`src/rtl/pattern_sequencer.sv`:
```
// pattern_sequencer: walks a writable table of DEPTH output patterns at a
// programmable rate and drives the selected pattern onto a WIDTH-bit bus.
// Supports forward/reverse stepping, run-time sequence length, pause via
// en, and live table rewrite with write-through to the displayed entry.
// Optional feature macro: PATSEQ_ONESHOT_EN adds the oneshot input and the
// sticky done output; with it undefined the sequence always wraps.
module pattern_sequencer #(
   parameter int WIDTH = 8,
   parameter int DEPTH = 6,
   parameter int IDX_W = 3,
   parameter int DIV_W = 8
) (
   input  logic             clk,
   input  logic             reset,
   input  logic             en,
   input  logic             dir,
   input  logic [IDX_W-1:0] step_len,
   input  logic [DIV_W-1:0] div,
   input  logic             wr_en,
   input  logic [IDX_W-1:0] wr_addr,
   input  logic [WIDTH-1:0] wr_data,
`ifdef PATSEQ_ONESHOT_EN
   input  logic             oneshot,
   output logic             done,
`endif
   output logic [WIDTH-1:0] out,
   output logic [IDX_W-1:0] step_idx,
   output logic             wrap
);

   // Length arithmetic is one bit wider so DEPTH == 2^IDX_W is representable.
   localparam logic [IDX_W:0]   DEPTH_C   = (IDX_W+1)'(DEPTH);
   localparam logic [IDX_W:0]   LEN_ONE_C = (IDX_W+1)'(1);
   localparam logic [IDX_W-1:0] IDX_ONE_C = IDX_W'(1);
   localparam logic [IDX_W-1:0] IDX_ZERO_C = IDX_W'(0);
   localparam logic [DIV_W-1:0] DIV_ONE_C = DIV_W'(1);
   localparam logic [DIV_W-1:0] DIV_ZERO_C = DIV_W'(0);

   // Power-on pattern for table entry i, truncated or zero-extended to WIDTH.
   function automatic logic [WIDTH-1:0] init_entry(input int unsigned i);
      logic [7:0] b;
      case (i)
         32'd0:   b = 8'h90;
         32'd1:   b = 8'h18;
         32'd2:   b = 8'h48;
         32'd3:   b = 8'h60;
         32'd4:   b = 8'h24;
         32'd5:   b = 8'h84;
         default: b = 8'h00;
      endcase
      return WIDTH'(b);
   endfunction

   logic [WIDTH-1:0] table_r [0:DEPTH-1];
   logic [DIV_W-1:0] pre_r;
   logic [IDX_W-1:0] idx_r;
   logic [WIDTH-1:0] out_r;
   logic             wrap_r;

   logic             tick_s;
   logic [IDX_W:0]   len_ext_s;
   logic [IDX_W:0]   eff_len_s;
   logic [IDX_W-1:0] last_s;
   logic [IDX_W-1:0] next_idx_s;
   logic             next_wrap_s;
   logic             wrap_evt_s;
   logic [IDX_W-1:0] step_idx_s;
   logic [WIDTH-1:0] next_out_s;

`ifdef PATSEQ_ONESHOT_EN
   logic             done_r;
   logic             next_done_s;
`endif

   assign tick_s    = en && (pre_r == div);
   assign len_ext_s = {1'b0, step_len};

   // Clamp the live length to 1..DEPTH and derive the last active index.
   always_comb begin
      eff_len_s = len_ext_s;
      if (len_ext_s == {(IDX_W+1){1'b0}}) begin
         eff_len_s = LEN_ONE_C;
      end else if (len_ext_s > DEPTH_C) begin
         eff_len_s = DEPTH_C;
      end else begin
         eff_len_s = len_ext_s;
      end
      last_s = IDX_W'(eff_len_s - LEN_ONE_C);
   end

   // Candidate next index for a tick, flagging when the sequence wraps.
   always_comb begin
      step_idx_s = idx_r;
      wrap_evt_s = 1'b0;
      if (dir == 1'b0) begin
         if (idx_r < last_s) begin
            step_idx_s = idx_r + IDX_ONE_C;
         end else begin
            step_idx_s = IDX_ZERO_C;
            wrap_evt_s = 1'b1;
         end
      end else begin
         if ((idx_r == IDX_ZERO_C) || (idx_r > last_s)) begin
            step_idx_s = last_s;
            wrap_evt_s = 1'b1;
         end else begin
            step_idx_s = idx_r - IDX_ONE_C;
         end
      end
   end

   // Select the index and wrap pulse for the coming edge.
   always_comb begin
      next_idx_s  = idx_r;
      next_wrap_s = 1'b0;
`ifdef PATSEQ_ONESHOT_EN
      next_done_s = 1'b0;
      if (oneshot) begin
         if (done_r) begin
            // Finished one-shot run: ticks are ignored until oneshot drops.
            next_idx_s  = idx_r;
            next_done_s = 1'b1;
         end else if (tick_s && wrap_evt_s) begin
            // Park on the final step instead of wrapping.
            next_idx_s  = idx_r;
            next_done_s = 1'b1;
         end else if (tick_s) begin
            next_idx_s  = step_idx_s;
         end else begin
            next_idx_s  = idx_r;
         end
      end else if (tick_s) begin
         next_idx_s  = step_idx_s;
         next_wrap_s = wrap_evt_s;
      end else begin
         next_idx_s  = idx_r;
      end
`else
      if (tick_s) begin
         next_idx_s  = step_idx_s;
         next_wrap_s = wrap_evt_s;
      end else begin
         next_idx_s  = idx_r;
      end
`endif
   end

   // Write-through: a write landing on the entry about to be shown wins.
   always_comb begin
      if (wr_en && (wr_addr == next_idx_s)) begin
         next_out_s = wr_data;
      end else begin
         next_out_s = table_r[next_idx_s];
      end
   end

   // Prescaler: counts enabled cycles and restarts when a tick fires.
   always_ff @(posedge clk or posedge reset) begin
      if (reset) begin
         pre_r <= DIV_ZERO_C;
      end else if (en) begin
         if (pre_r == div) begin
            pre_r <= DIV_ZERO_C;
         end else begin
            pre_r <= pre_r + DIV_ONE_C;
         end
      end
   end

   // Pattern table: reset restores the default patterns, writes land on the edge.
   always_ff @(posedge clk or posedge reset) begin
      if (reset) begin
         for (int i = 0; i < DEPTH; i++) begin
            table_r[i] <= init_entry(i);
         end
      end else begin
         for (int i = 0; i < DEPTH; i++) begin
            if (wr_en && (wr_addr == IDX_W'(i))) begin
               table_r[i] <= wr_data;
            end
         end
      end
   end

   // Registered outputs: index, displayed pattern and wrap pulse move together.
   always_ff @(posedge clk or posedge reset) begin
      if (reset) begin
         idx_r  <= IDX_ZERO_C;
         out_r  <= init_entry(0);
         wrap_r <= 1'b0;
      end else begin
         idx_r  <= next_idx_s;
         out_r  <= next_out_s;
         wrap_r <= next_wrap_s;
      end
   end

`ifdef PATSEQ_ONESHOT_EN
   // Sticky one-shot completion flag.
   always_ff @(posedge clk or posedge reset) begin
      if (reset) begin
         done_r <= 1'b0;
      end else begin
         done_r <= next_done_s;
      end
   end

   assign done = done_r;
`endif

   assign out      = out_r;
   assign step_idx = idx_r;
   assign wrap     = wrap_r;

endmodule

```
`config.mk`:
```
export PLATFORM = sky130hd
export DESIGN_NAME = pattern_sequencer
export DESIGN_NICKNAME = d
export VERILOG_FILES = /design/src/rtl/pattern_sequencer.sv
export SDC_FILE = /design/constraint.sdc
export NUM_CORES = 1
export LEC_CHECK = 0
export ABC_AREA = 0
export CAP_MARGIN = 40
export CELL_PAD_IN_SITES_DETAIL_PLACEMENT = 0
export CELL_PAD_IN_SITES_GLOBAL_PLACEMENT = 1
export CORE_ASPECT_RATIO = 1.4
export CORE_MARGIN = 2
export CORE_UTILIZATION = 49
export CTS_CLUSTER_DIAMETER = 80
export DETAILED_ROUTE_END_ITERATION = 6
export PLACE_DENSITY_LB_ADDON = 0.1
export SLEW_MARGIN = 40
export SYNTH_ARGS = -nofsm -noshare
export SYNTH_HDL_FRONTEND = slang
export SYNTH_SLANG_ARGS = --single-unit
```
`constraint.sdc`:
```
create_clock -name clk -period 6 [get_ports clk]
set_input_delay 0.9 -clock clk [delete_from_list [all_inputs] [get_ports clk]]
set_output_delay 0.9 -clock clk [all_outputs]
set_load 0.02 [all_outputs]
```
Yosys cells after proc, flatten, opt, wreduce, memory -nomap -nowiden. Cells that the tools add are included.

Bits in registers: 68. Input bits: 27. Output and inout port bits: 12.

$add $sub $neg: 4. $lt $le $gt $ge: 4. Equality and inequality tests: 7. Muxes and demuxes: 15. Bitwise gates (word level): 1. Reduce and logical (&&, ||, !) cells: 12.

Operator list (count): $mux 8 (4); $bmux 8 s3 (1); $mux 3 (6); $add 8x1->8 const B (1); $eq 8x8->1 (1); $logic_and 1x1->1 (8); $eq 3x2->1 const B (2); $eq 3x3->1 const B (2); $logic_not 3->1 (2); $sub 3x1->3 const B (2); $ge 4x4->1 const B (1); $logic_not 4->1 (1); $mux 1 (4); $not 3->4 (1); $add 3x1->3 const B (1); $eq 3x1->1 const B (1); $eq 3x3->1 (1); $gt 3x3->1 (1); $gt 3x3->1 const B (1); $lt 3x3->1 (1); $logic_or 1x1->1 (1).

Longest topological paths before layout.
Depth after elaboration: 14. Depth in mapped cells: 16. Mapped depth without buffers: 14.

Worst setup path before layout. OpenSTA, ideal clock, no wires.

Path kind: input -> register. Start: input port step_len[0]. End: register out_r[0] (netlist: out[0]). Setup time: 0.125 ns. Arrival time: 3.891 ns. Required time: 5.875 ns. Path slack: 1.984 ns. Stages on the path: 13. Buffers on the path: 0. Cells stage by stage: inv_1 > a21oi_1 > a21oi_1 > ha_1 > ha_1 > nor2b_1 > o21a_1 > o21a_1 > a221oi_2 > nand2_8 > xnor2_1 > nor4_4 > mux2_2.

Longest elaborated chain between the ends: 14. Elaborated cells between the ends (all ways): 19. Classes of those cells: add/sub (1); order compare (3); eq/ne (1); mux (10); bitwise (1); reduce/logical (3).

Ends and longest elaborated chain: from (decl) (line 17) `input logic [IDX_W-1:0] step_len,`; $gt 3x3->1 (line 83) `end else if (len_ext_s > DEPTH_C) begin`; $mux 3 (line 83); $mux 3 * (line 81) `if (len_ext_s == {(IDX_W+1){1'b0}}) begin`; $sub 3x1->3 * (line 88) `last_s = IDX_W'(eff_len_s - LEN_ONE_C);`; $gt 3x3->1 (line 103) `if ((idx_r == IDX_ZERO_C) || (idx_r > last_s)) begin`; $logic_or 1x1->1 (line 103); $mux 3 (line 103); $mux 3 * (line 95) `if (dir == 1'b0) begin`; $mux 3 * (line 139) `if (tick_s) begin`; $not 3->4 (not written as such) (line 153) `next_out_s = table_r[next_idx_s];`; $bmux 8 s3 (line 153); $mux 8 (not written as such) (2 in a row) (line 153); $mux 8 * (line 150) `if (wr_en && (wr_addr == next_idx_s)) begin`; net next_out_s[0] (line 68) `logic [WIDTH-1:0] next_out_s;`; to (signal assigned) (line 189) `out_r <= init_entry(0);`; to (signal assigned) (line 193) `out_r <= next_out_s;`; to (decl) (line 57) `logic [WIDTH-1:0] out_r;`.

Mark *: on every way through the listed nets, which the timed path passes. The rest lies on a longest branch. The select of a mux whose other input is x is not followed. A chain may end at the register's enable or synchronous reset.

Final worst setup path.
Start: input port step_len[2]. End: register out_r[3] (netlist: out[3]).

The elaborated chain is that of the path after synthesis.

==> metrics.txt <==
status completed; Cell Pwr Density 357.6 nW/um2; combined global-route utilization of all metal layers 0.1942; routability congestion estimate 0.8219; H-tree levels 3; Static Leak 1.849 nW; count of vias placed by the detailed router 2376; synth warn 0; effective utilization at floorplan 0.5097; antenna-violating nets left 0; most area-consuming cells after synthesis sky130_fd_sc_hd__dfrtp_1 38%, sky130_fd_sc_hd__mux2_2 18%, sky130_fd_sc_hd__dfstp_2 10%; reg-to-reg critical path endpoint out[3]; crit path launch type input pin; number of DRC markers in iteration 0 78; smallest hold slack 0.4979 ns; depth of the worst register-to-register path 9; unrepaired setup endpoints after global routing no; Wirelength per Cell 16.28 um; die width 76.02 um; CTS tree yes; core outline area 6982 um2; number of antenna violations at the first check in global routing 0; worst rel slew slack 0.4691; count of endpoints failing hold in the final timing report 0; startpoint-to-endpoint class of the critical path input pin to register; count of hold buffers inserted by post-cts repair 0; Die Y-Extent 104.8 um; Synth top area share 0.3797; detailed placer's ending HPWL 4936 um; num ports 39; number of storage elements in the synthesis netlist 68; Congestion Overflow GR 0; most common cell in the synthesized netlist sky130_fd_sc_hd__mux2_2; number of I/O port buffers 38; number of nets produced by synthesis 328; Resize count post-CTS 0; TritonCTS Buffers 9; remaining routing DRC violations 0; pin count of the biggest net entering global routing 69; type of element capturing the critical path register; CTS sink cnt 68; worst supply voltage drop on vdd 0.2438 mV; number of global-route vias before repair 2488; crit path capture out[3]; origin of the critical flop-to-flop path step_idx[1]; EDFF count, synth 0; max-cap viol count 0; Final Net Count 369; worst-margin pin slew 0.7934 ns; gate count after technology mapping 293; final count of negative-setup-slack endpoints 0; later-pin clock latency in the skew report 0.34 ns; first-pass GRT wire length 12210 um; CP arrival 4.97 ns; Final Max Slew Viols 0; largest fanout on the critical path 18; number of detailed-route iterations in the first pass 4; placement row count 36; post-synthesis cell type count 41; required time of the worst setup path 6.22 ns; register-to-register path setup slack 2.42 ns; layout cells sized above 1 0.2861; number of antenna repair diodes 0; Routed Wire Length 7067 um; Die Outline Area 7969 um2; Worst Setup SP step_len[2]; Clock Root Buffer sky130_fd_sc_hd__clkbuf_8; most numerous cell types in the synthesized netlist 56 x sky130_fd_sc_hd__mux2_2, 54 x sky130_fd_sc_hd__dfrtp_1, 17 x sky130_fd_sc_hd__mux2i_1, 15 x sky130_fd_sc_hd__xnor2_1; clock slew at the register clock pins of the worst setup and hold paths 0.07 ns; Mean Syn Cell Area 12.14 um2; path type of the worst min-delay path register to register; post-DR vias/cell 5.475; Max Clk Rate 210.4 MHz; area overhead of the layout relative to synthesis 18.71%; Post-Syn Area 3558 um2; maximum number of buffers from clock root to sink 2; final setup TNS 0 ns; postcts setup bufs 0; sequential-to-total area share from yosys stat 0.4831; leading register cell type out of synthesis sky130_fd_sc_hd__dfrtp_1; leading area contributor after synthesis sky130_fd_sc_hd__dfrtp_1; fraction of the cycle the final worst path needs 0.7921; clock skew 0.007092 ns; post-synthesis async set-or-reset flop share 1.000; clock period minus final worst setup slack 4.753 ns
==> registers in the layout, indices dropped and copies added (netlist names) <==
name and count:
table_r 48, out 8, pre_r 8, step_idx 3
wrap 1
==> metrics by stage <==
stage                     total power, mW  utilization  instance area [um2]  setup WS (ns)  std cells
after global routing                1.609       0.6050                 4224         0.9877        434
after floorplan                     1.005            -                 3558          1.984        293
after CTS                           1.530       0.6050                 4224          1.224        434
after global placement              1.158       0.5778                 4034         0.9618        418
after detailed placement            1.172       0.5787                 4040         0.8826        418
final                               1.511       0.6050                 4224          1.247        434
==> how the worst min path moves through the flow <==
| stage | slack [ns] | endpoint | cells after the start | startpoint |
|---|---|---|---|---|
| after CTS | 0.50 | table_r[23] | 1 | table_r[23] |
| after detailed placement | 0.48 | table_r[23] | 1 | table_r[23] |
| final | 0.50 | table_r[20] | 1 | table_r[20] |
| after floorplan | 0.47 | table_r[16] | 1 | table_r[16] |
| after global routing | 0.52 | table_r[40] | 1 | table_r[40] |
| after global placement | 0.48 | table_r[19] | 1 | table_r[19] |
==> worst max-delay path, stage by stage <==
cell	delay, ns
sky130_fd_sc_hd__clkdlybuf4s50_1	0.49
sky130_fd_sc_hd__a21oi_1	0.05
sky130_fd_sc_hd__a21oi_1	0.24
sky130_fd_sc_hd__ha_1	0.30
sky130_fd_sc_hd__ha_1	0.31
sky130_fd_sc_hd__nor2b_1	0.19
sky130_fd_sc_hd__o211ai_1	0.16
sky130_fd_sc_hd__a21o_1	0.21
sky130_fd_sc_hd__or3b_1	0.65
sky130_fd_sc_hd__nand2_8	0.30
sky130_fd_sc_hd__xnor2_1	0.14
sky130_fd_sc_hd__nor4_4	0.62
sky130_fd_sc_hd__mux2_2	0.41
==> routing by layer <==
layer  vias up  part of all wire  track usage  routed length [um]
li1       1146                 -            -                   -
met1      1183              0.44       0.2359                3082
met2        35              0.52       0.3367                3648
met3        12             0.028      0.04491                 199
met4         0             0.019      0.07143                 136
met5         -                 0            0                   0
==> layout make-up <==
cell class	count	area [um2]
fill	600	2758
multi-input combinational	201	1739
sequential	68	1719
timing repair buffer	43	421.7
clock buffer	11	131.4
tap	95	118.9
clock inverter	5	52.55
inverter	11	41.29
==> power breakdown <==
| part | internal [mW] | switching (mW) | leakage [nW] |
|---|---|---|---|
| combinational | 0.253 | 0.222 | 0.953 |
| sequential | 0.599 | 0.0829 | 0.803 |
| clock | 0.190 | 0.164 | 0.0931 |
| total | 1.04 | 0.469 | 1.85 |
==> logic make-up after synthesis <==
logic type	synth area share
fa+ha+maj	0.02813
compound gates	0.08826
simple gates	0.09740
mux	0.2250
flops	0.4831
xor+xnor	0.04923
buf+inv	0.02883
==> cells in the final DEF (no fill, tap or decap), types with 3 or more instances in the layout <==
master	instances
sky130_fd_sc_hd__mux2_2	56
sky130_fd_sc_hd__dfrtp_1	54
sky130_fd_sc_hd__clkdlybuf4s50_1	38
sky130_fd_sc_hd__mux2i_1	17
sky130_fd_sc_hd__xnor2_1	15
sky130_fd_sc_hd__dfstp_2	14
sky130_fd_sc_hd__nor2_1	13
sky130_fd_sc_hd__nand2_1	10
sky130_fd_sc_hd__inv_1	10
sky130_fd_sc_hd__o211ai_1	9
sky130_fd_sc_hd__clkbuf_8	9
sky130_fd_sc_hd__a21boi_0	8
sky130_fd_sc_hd__and3_1	8
sky130_fd_sc_hd__o221ai_1	8
sky130_fd_sc_hd__ha_1	8
sky130_fd_sc_hd__nand3_1	5
sky130_fd_sc_hd__xor2_1	5
sky130_fd_sc_hd__a21oi_1	4
sky130_fd_sc_hd__nand4_1	4
sky130_fd_sc_hd__buf_4	4
sky130_fd_sc_hd__nor3_1	3
sky130_fd_sc_hd__clkinv_2	3
Note: power is estimated with default switching activity, not from simulation.
